## src/rtl/bp_pkg.sv

```systemverilog
// Shared types and constants for the fetch-side branch predictor.
package bp_pkg;

  typedef enum logic [1:0] {
    SNT = 2'd0,
    WNT = 2'd1,
    WT  = 2'd2,
    ST  = 2'd3
  } bp_ctr_t;

  localparam bp_ctr_t     BP_CTR_RESET = WNT;
  localparam bp_ctr_t     BP_CTR_ALLOC = WT;
  localparam int unsigned PC_STEP      = 4;

endpackage

```

## src/rtl/bp_sat_counter.sv

```systemverilog
// 2-bit saturating direction counter: next state from current state and outcome.
module bp_sat_counter
  import bp_pkg::*;
(
  input  logic [1:0] ctr,
  input  logic       taken,
  output logic [1:0] ctr_next
);

  // Step toward the resolved direction, holding at the strong ends.
  always_comb begin
    ctr_next = ctr;
    if (taken) begin
      if (ctr != ST) ctr_next = ctr + 2'd1;
    end else begin
      if (ctr != SNT) ctr_next = ctr - 2'd1;
    end
  end

endmodule

```

## src/rtl/branch_predictor.sv

```systemverilog
// Fetch-side branch predictor: 2-bit BHT for direction, tagged direct-mapped BTB
// for target. Zero-latency lookup, trained from the execute-stage outcome, with
// a registered one-cycle redirect on misprediction and saturating statistics.
module branch_predictor
  import bp_pkg::*;
#(
  parameter int XLEN     = 32,
  parameter int IDX_BITS = 6,
  parameter int TAG_BITS = 8
) (
  input  logic            clk,
  input  logic            rst_n,
  input  logic [XLEN-1:0] FetchPC,
  output logic            PredHit,
  output logic            PredTaken,
  output logic [XLEN-1:0] PredTarget,
  input  logic            ExValid,
  input  logic            ExIsBranch,
  input  logic [XLEN-1:0] ExPC,
  input  logic [XLEN-1:0] ExTarget,
  input  logic            ExTaken,
  input  logic            ExPredTaken,
  input  logic [XLEN-1:0] ExPredTarget,
  output logic            Redirect,
  output logic [XLEN-1:0] RedirectPC,
  output logic [31:0]     BranchCount,
  output logic [31:0]     MispredCount
);

  localparam int ENTRIES = 1 << IDX_BITS;

  // Flop-array tables; valid and counter fields are control and get reset,
  // tag and target are only meaningful behind a valid bit.
  logic                btb_valid  [ENTRIES];
  logic [TAG_BITS-1:0] btb_tag    [ENTRIES];
  logic [XLEN-1:0]     btb_target [ENTRIES];
  logic [1:0]          bht_ctr    [ENTRIES];

  logic [IDX_BITS-1:0] fetch_idx;
  logic [TAG_BITS-1:0] fetch_tag;
  logic [IDX_BITS-1:0] ex_idx;
  logic [TAG_BITS-1:0] ex_tag;
  logic                update;
  logic                ex_hit;
  logic                mispredict;
  logic [1:0]          ctr_next;
  logic [XLEN-1:0]     ex_fallthrough;

  function automatic logic [31:0] sat_inc32(input logic [31:0] value, input logic en);
    sat_inc32 = (en && (value != 32'hFFFF_FFFF)) ? value + 32'd1 : value;
  endfunction

  assign fetch_idx      = FetchPC[IDX_BITS+1:2];
  assign fetch_tag      = FetchPC[IDX_BITS+TAG_BITS+1:IDX_BITS+2];
  assign ex_idx         = ExPC[IDX_BITS+1:2];
  assign ex_tag         = ExPC[IDX_BITS+TAG_BITS+1:IDX_BITS+2];
  assign update         = ExValid && ExIsBranch;
  assign ex_hit         = btb_valid[ex_idx] && (btb_tag[ex_idx] == ex_tag);
  assign ex_fallthrough = ExPC + XLEN'(PC_STEP);
  assign mispredict     = update && ((ExTaken != ExPredTaken) ||
                                     (ExTaken && (ExPredTarget != ExTarget)));

  bp_sat_counter u_sat_counter (
    .ctr      (bht_ctr[ex_idx]),
    .taken    (ExTaken),
    .ctr_next (ctr_next)
  );

  // Combinational lookup from the registered tables; no same-cycle bypass.
  always_comb begin
    PredHit    = btb_valid[fetch_idx] && (btb_tag[fetch_idx] == fetch_tag);
    PredTaken  = PredHit && bht_ctr[fetch_idx][1];
    PredTarget = PredTaken ? btb_target[fetch_idx] : FetchPC + XLEN'(PC_STEP);
  end

  // Train the tables on a resolved branch; reset wins over any pending update.
  always_ff @(posedge clk) begin
    if (!rst_n) begin
      for (int i = 0; i < ENTRIES; i++) begin
        btb_valid[i] <= 1'b0;
        bht_ctr[i]   <= BP_CTR_RESET;
      end
    end else if (update) begin
      if (ex_hit) begin
        bht_ctr[ex_idx] <= ctr_next;
        if (ExTaken) btb_target[ex_idx] <= ExTarget;
      end else if (ExTaken) begin
        btb_valid[ex_idx]  <= 1'b1;
        btb_tag[ex_idx]    <= ex_tag;
        btb_target[ex_idx] <= ExTarget;
        bht_ctr[ex_idx]    <= BP_CTR_ALLOC;
      end
    end
  end

  // Registered redirect pulse and saturating branch/mispredict statistics.
  always_ff @(posedge clk) begin
    if (!rst_n) begin
      Redirect     <= 1'b0;
      RedirectPC   <= '0;
      BranchCount  <= '0;
      MispredCount <= '0;
    end else begin
      Redirect     <= mispredict;
      RedirectPC   <= ExTaken ? ExTarget : ex_fallthrough;
      BranchCount  <= sat_inc32(BranchCount, update);
      MispredCount <= sat_inc32(MispredCount, mispredict);
    end
  end

endmodule
```

## config.mk

```make
export PLATFORM = sky130hd
export DESIGN_NAME = branch_predictor
export DESIGN_NICKNAME = d
export VERILOG_FILES = /design/src/rtl/bp_pkg.sv /design/src/rtl/bp_sat_counter.sv /design/src/rtl/branch_predictor.sv
export SDC_FILE = /design/constraint.sdc
export NUM_CORES = 2
export LEC_CHECK = 0
export CAP_MARGIN = 20
export CORE_MARGIN = 2
export CORE_UTILIZATION = 56
export CTS_CLUSTER_DIAMETER = 120
export DETAILED_ROUTE_END_ITERATION = 8
export PLACE_DENSITY = 0.77
export SETUP_SLACK_MARGIN = 0.5
export SLEW_MARGIN = 20
export SYNTH_ARGS = -nofsm -noshare
export SYNTH_HDL_FRONTEND = slang
export SYNTH_HIERARCHICAL = 1
export SYNTH_SLANG_ARGS = --single-unit
```

## constraint.sdc

```tcl
create_clock -name clk -period 6.05 [get_ports clk]
set_input_delay 1.5125 -clock clk [delete_from_list [all_inputs] [get_ports clk]]
set_output_delay 1.5125 -clock clk [all_outputs]
set_load 0.01 [all_outputs]
```

Yosys cells after proc, flatten, opt, wreduce, memory -nomap -nowiden
Memories as Yosys holds them, arrays and structs flattened.
Cells that the tools add are included.
- add/subtract/negate cells: 6
- multiplexer cells: 27
- eq/ne operators: 7
- reductions and logical operators: 12
- bitwise gates (word level): 2
- operators by type and width (operator ; number):
    32-bit two-way mux ; 3
    32-bit by 1-bit adder with 32-bit output (second input constant) ; 2
    32-bit by 3-bit adder with 32-bit output (second input constant) ; 2
    32-bit inequality test (second input constant) ; 2
    32-bit inequality test ; 1
    1-bit two-way mux ; 17
    8-bit equality test ; 2
    6-bit two-way mux ; 2
    2-bit two-way mux ; 5
    1-bit logical AND ; 8
    2-bit by 1-bit adder with 2-bit output (second input constant) ; 1
    2-bit inequality test (second input constant) ; 1
    1-bit bitwise OR ; 2
    2-bit nonzero test ; 1
    2-bit OR reduction ; 1
    2-bit by 1-bit subtractor with 2-bit output (second input constant) ; 1
    1-bit logical OR ; 1
    1-bit inequality test ; 1
    1-bit OR reduction ; 1
- output and inout port bits: 131
- logic and storage cells: 62
- bits of input ports: 134
- bits in writable memories: 2752
- memories: 4
- flip-flop bits (word level): 97
- memory list (name ; words ; width ; read ports ; clocked after memory_dff ; wr ports ; line ; source):
    btb_target ; 64 ; 32 ; 1 ; 0 ; 1 ; branch_predictor.sv:36 ; logic [XLEN-1:0] btb_target [ENTRIES];
    btb_tag ; 64 ; 8 ; 2 ; 0 ; 1 ; branch_predictor.sv:35 ; logic [TAG_BITS-1:0] btb_tag [ENTRIES];
    bht_ctr ; 64 ; 2 ; 2 ; 0 ; 64 ; branch_predictor.sv:37 ; logic [1:0] bht_ctr [ENTRIES];
    btb_valid ; 64 ; 1 ; 2 ; 0 ; 64 ; branch_predictor.sv:34 ; logic btb_valid [ENTRIES];

Depth between registers and ports, before layout
An unclocked memory read counts as a cell.
- word-level depth: 10
- mapped depth: 18
- mapped depth without buffers: 10

By module
Netlist, hierarchy kept.
- modules (own cells, without submodules) (module ; seq. area each (µm²) ; area an instance (µm²) ; times used ; cells each):
    branch_predictor ; 83940.5 ; 118650.0 ; 1 ; 6027
    bp_sat_counter ; 0.0 ; 26.3 ; 1 ; 3

Worst setup path before layout
OpenSTA, ideal clock, no wires.
- kind: input port to output port
- start: in FetchPC[2]
- end: out PredTarget[10]
- cell stages on the path: 10
- path buffers: 6
- data required time: 4537 ps
- arrival: 4939 ps
- slack: -401 ps
- path through: buf_4 buf_6 buf_4 buf_2 clkbuf_1 buf_1 mux4_2 mux4_2 mux4_2 mux2_1
- longest elaborated chain between the ends: 5
- elaborated cells on any way between the ends: 9
- those cells by class: add/sub (1); eq/ne (1); mux (1); reduce/logical (2); memory (4)
- ends and longest elaborated chain (item ; line ; source):
    start, declared ; branch_predictor.sv:13 ; input logic [XLEN-1:0] FetchPC,
    memory read 64 x 8 bit ; n/a ;
    8-bit equality test ; branch_predictor.sv:71 ; PredHit = btb_valid[fetch_idx] && (btb_tag[fetch_idx] == fetch_tag);
    1-bit logical AND ; branch_predictor.sv:71 ;
    1-bit logical AND ; branch_predictor.sv:72 ; PredTaken = PredHit && bht_ctr[fetch_idx][1];
    32-bit two-way mux (*) ; branch_predictor.sv:73 ; PredTarget = PredTaken ? btb_target[fetch_idx] : FetchPC + XLEN'(PC_STEP);
    end, declared ; branch_predictor.sv:16 ; output logic [XLEN-1:0] PredTarget,
Mark *: on every way between the ends. The rest lies on a longest branch, timed or not.

Worst setup path in the final report
- start: in FetchPC[5]
- end: out PredTarget[15]
Same word-level chain as after synthesis.

==> results.yml <==
status:
  outcome: "complete, but fails checks"
  violations: "antenna violations, negative setup slack"
critical_path:
  path_cells: "buf_2 > buf_4 > and2_1 > and3_1 > nor4_2 > buf_4 > nor4_2 > xnor2_1 > nor4_4 > nand3_2 > buf_12 > buf_6 > buf_6 > mux2_4 > buf_12"
  crit_fanout: 16
  crit_path_top_delay_cell: "buf_4"
  cp-end-kind: "output pin"
  critPathTopFamily: "simple AND/OR/NAND/NOR gates"
  cp.required_ns: 4.54
  crit_buf_inv: 7
  start_kind: "input port"
  worst_path_largest_cell_delay_ns: 0.39
  path_class: "input port to output pin"
  arrival_ns: 5.15
synthesis:
  ys_async_sr_fraction_pct: 0
  netlist.top_cell.by_area: "edfxtp_1"
  synthMostInstantiatedCell: "edfxtp_1"
  ys_top_cells_by_count: "edfxtp_1 (2,688), mux4_2 (905), nand2_1 (289)"
  synthCells: 6030
  ys_ff_latch: 2849
  synth_edf_count: 2688
  synthFlopType: "edfxtp_1"
  synth.top_cell.area_share_pct: 68.0
  yosys.cell_types.count: 79
  syn_nets: 6168
  ys_top_cells_by_area: "edfxtp_1 (68%), mux4_2 (17%), dfxtp_1 (2.7%)"
  seq_area_frac_synth_pct: 70.7
  synth_area_per_cell_sq_um: 19.7
  yosys_warnings: 6
  syn_area_sq_um: 119000
die:
  floorplan.die.height_um: 464
  die_width_um: 464
  io_pins: 265
  start_util_pct: 56.5
  rows: 168
  dieArea_sq_um: 216000
  coreArea_sq_um: 210000
sta:
  worstMarginPinSlew_ns: 1.27
  fmax_mhz: 150
  maxSlewHeadroom_pct: 14.5
  setup_ws_ns: -0.610
  slew_violations: 0
  rsz0062_at_grt: "yes"
  hold_ws_ns: 0.460
  min_period_ns: 6.66
  fin_skew_ns: 0.0714
  setup_violations: 32
  finalHoldViolCount: 0
  period_share_pct: 110
drt:
  drt-initial-drc-count: 11980
  num_vias: 69335
  wl_um: 382000
  drt_drc_violations_left: 0
  drt-pass1-iter-count: 6
  vias_per_cell: 7.12
  antenna_left: 1
  wire_per_inst_um: 39.2
cells_and_area:
  fillerInstances: 13140
  final_layout_size_suffix_gt1_share_pct: 31.1
  fin_nets: 6851
  area_growth_pct: 16.3
  seqCellArea_sq_um: 83900
  multi_input_area_sq_um: 33500
pwr:
  leakage_nw: 44.8
  pwr_density_cell_nw_per_um2: 304
  clockPowerShare_pct: 41.4
  ir_drop_mv: 0.292
  power.net_switching_mw: 9.36
  p_seq_share_pct: 51.7
  internal_power_mw: 32.6
  combPwrFrac_pct: 7.0
  p_sw_share_pct: 22.3
clocking:
  insertion_delay_ns: 0.98
  htreeDepth: 5
  cts_sinks: 2849
  path_clk_slew_ns: 0.06
  clock_tree.buffer_depth: 4
  cts_tree: "yes"
  postCtsHoldBufs: 0
  cts_inserted_buffers: 296
  clock-root-buffer: "clkbuf_16"
placed_design:
  pre_cts_slack_ns: -1.03
  gp_congestion: 0.994
  dp_hpwl_um: 214000
  io_buffers: 264
global_routing:
  antenna_found_initial: 40
  grt_pass1_wl_um: 532000
  overflow: 0
  grt_max_degree: 227
  grt_pass1_vias: 69971
  grt.total_usage_pct: 35.3
min_path:
  min_path_type: "flop to flop"
run:
  max_cap_violations: 0
[path summary, 6_finish.rpt]
| kind | start | to | slack, ns | cells after the start |
|---|---|---|---|---|
| min reg2reg | btb_valid[41] | btb_valid[41] | 0.46 | 2 |
| max reg2reg | btb_tag[57][4] | bht_ctr[33][1] | 1.82 | 12 |
| max | FetchPC[5] | PredTarget[15] | -0.61 | 15 |
| min | btb_valid[41] | btb_valid[41] | 0.46 | 2 |
[routing by layer]
layer	wire length [um]	share of wire (%)	global-route usage [%]	vias up
li1	-	-	-	26339
met1	120000	32	44.5	35328
met2	180000	47	55.5	6373
met3	56900	15	10.9	1275
met4	24000	6.3	18.6	20
met5	248	0.065	0	-
[cells in the final DEF, fill, tap and decap left out, types with 17 or more instances in the layout]
cell | Yosys | routed
edfxtp_1 | 2688 | 2688
mux4_2 | 905 | 905
buf_4 | 20 | 414
clkbuf_16 | 0 | 307
nand2_1 | 289 | 286
mux2i_1 | 225 | 222
clkdlybuf4s50_1 | 0 | 177
dfxtp_1 | 161 | 161
a22oi_1 | 116 | 116
a21oi_1 | 102 | 100
xnor2_1 | 95 | 95
and2_1 | 93 | 92
buf_12 | 2 | 87
nand3_1 | 86 | 84
xor2_1 | 68 | 67
clkbuf_1 | 210 | 67
nor2_4 | 0 | 64
o21bai_1 | 63 | 63
buf_2 | 84 | 63
a21oi_2 | 61 | 62
nor2_1 | 123 | 57
nor3_1 | 69 | 53
o31ai_1 | 52 | 51
clkinv_1 | 1 | 50
clkinv_2 | 0 | 44
o21ai_0 | 46 | 43
and3_1 | 38 | 36
nand4_1 | 34 | 34
mux2_2 | 31 | 33
buf_6 | 18 | 28
inv_1 | 26 | 24
diode_2 | 0 | 23
a221oi_1 | 18 | 18
a31oi_1 | 18 | 18
nand2b_1 | 18 | 18
nor2b_1 | 22 | 17
[metrics by stage]
stage / instance area (sq um) / cells / TNS [ns] / utilization (%) / total power [mW]
2_1_floorplan: 120000 / 6030 / 0 / - / 23.6
3_3_place_gp: 128000 / 9192 / -30.79 / 61.1 / 24.8
3_5_place_dp: 128000 / 9193 / -30.75 / 61.1 / 24.8
4_1_cts: 138000 / 9714 / -15.97 / 65.5 / 41.8
5_1_grt: 138000 / 9727 / -15.64 / 65.6 / 42.7
6_report: 138000 / 9739 / -16.69 / 65.6 / 42.0
[power by group through the flow]
stage               Combinational (mW)  Clock [mW]  Sequential, mW
finish                            2.93        17.4            21.7
global placement                  2.67           0            22.1
floorplan                         1.49           0            22.1
global route                      2.99        18.0            21.7
detailed placement                2.71           0            22.1
CTS                               2.81        17.3            21.7
[state kept, by name, indices dropped and copies added, names as in the netlist]
| name | count |
|---|---|
| btb_valid | 64 |
| btb_target | 2048 |
| MispredCount | 32 |
| RedirectPC | 32 |
| BranchCount | 32 |
| Redirect | 1 |
| btb_tag | 512 |
| bht_ctr | 128 |
[cells by family (layout without fill, tap and decap cells)]
group | Yosys count | count (layout) | synth area share, %
and+or+nand+nor | 846 | 846 | 3.52
buffers and inverters | 442 | 1323 | 1.69
adders and majority gates | 6 | 6 | 0.0611
xor gates and xnor gates | 163 | 163 | 1.20
other | 0 | 23 | 0
muxes | 1175 | 1175 | 19.5
DFF | 2849 | 2849 | 70.7
AOI/OAI and AO/OA | 549 | 549 | 3.29
[worst min-delay path, stage by stage (launching register included)]
cell     delay (ns)
dfxtp_1        0.32
nand2_1        0.06
nand2_1        0.04
[what timing repair did]
item                                    4_1_cts  5_1_grt
resized for setup                           178       27
pin swaps                                     9        2
endpoints found under the setup margin       34       34
cloned                                        8        2
setup buffers                                17        0
[area by class of cell]
type / instances / share of cell area, %
multi-input combinational: 2739 / 24.3
inverter: 28 / 0.0816
timing repair buffer: 799 / 5.79
clock inverter: 119 / 0.649
sequential: 2849 / 60.8
tap: 2805 / 2.54
clock buffer: 377 / 5.76
antenna: 23 / 0.0417
Note: power is estimated with default switching activity, not from simulation.
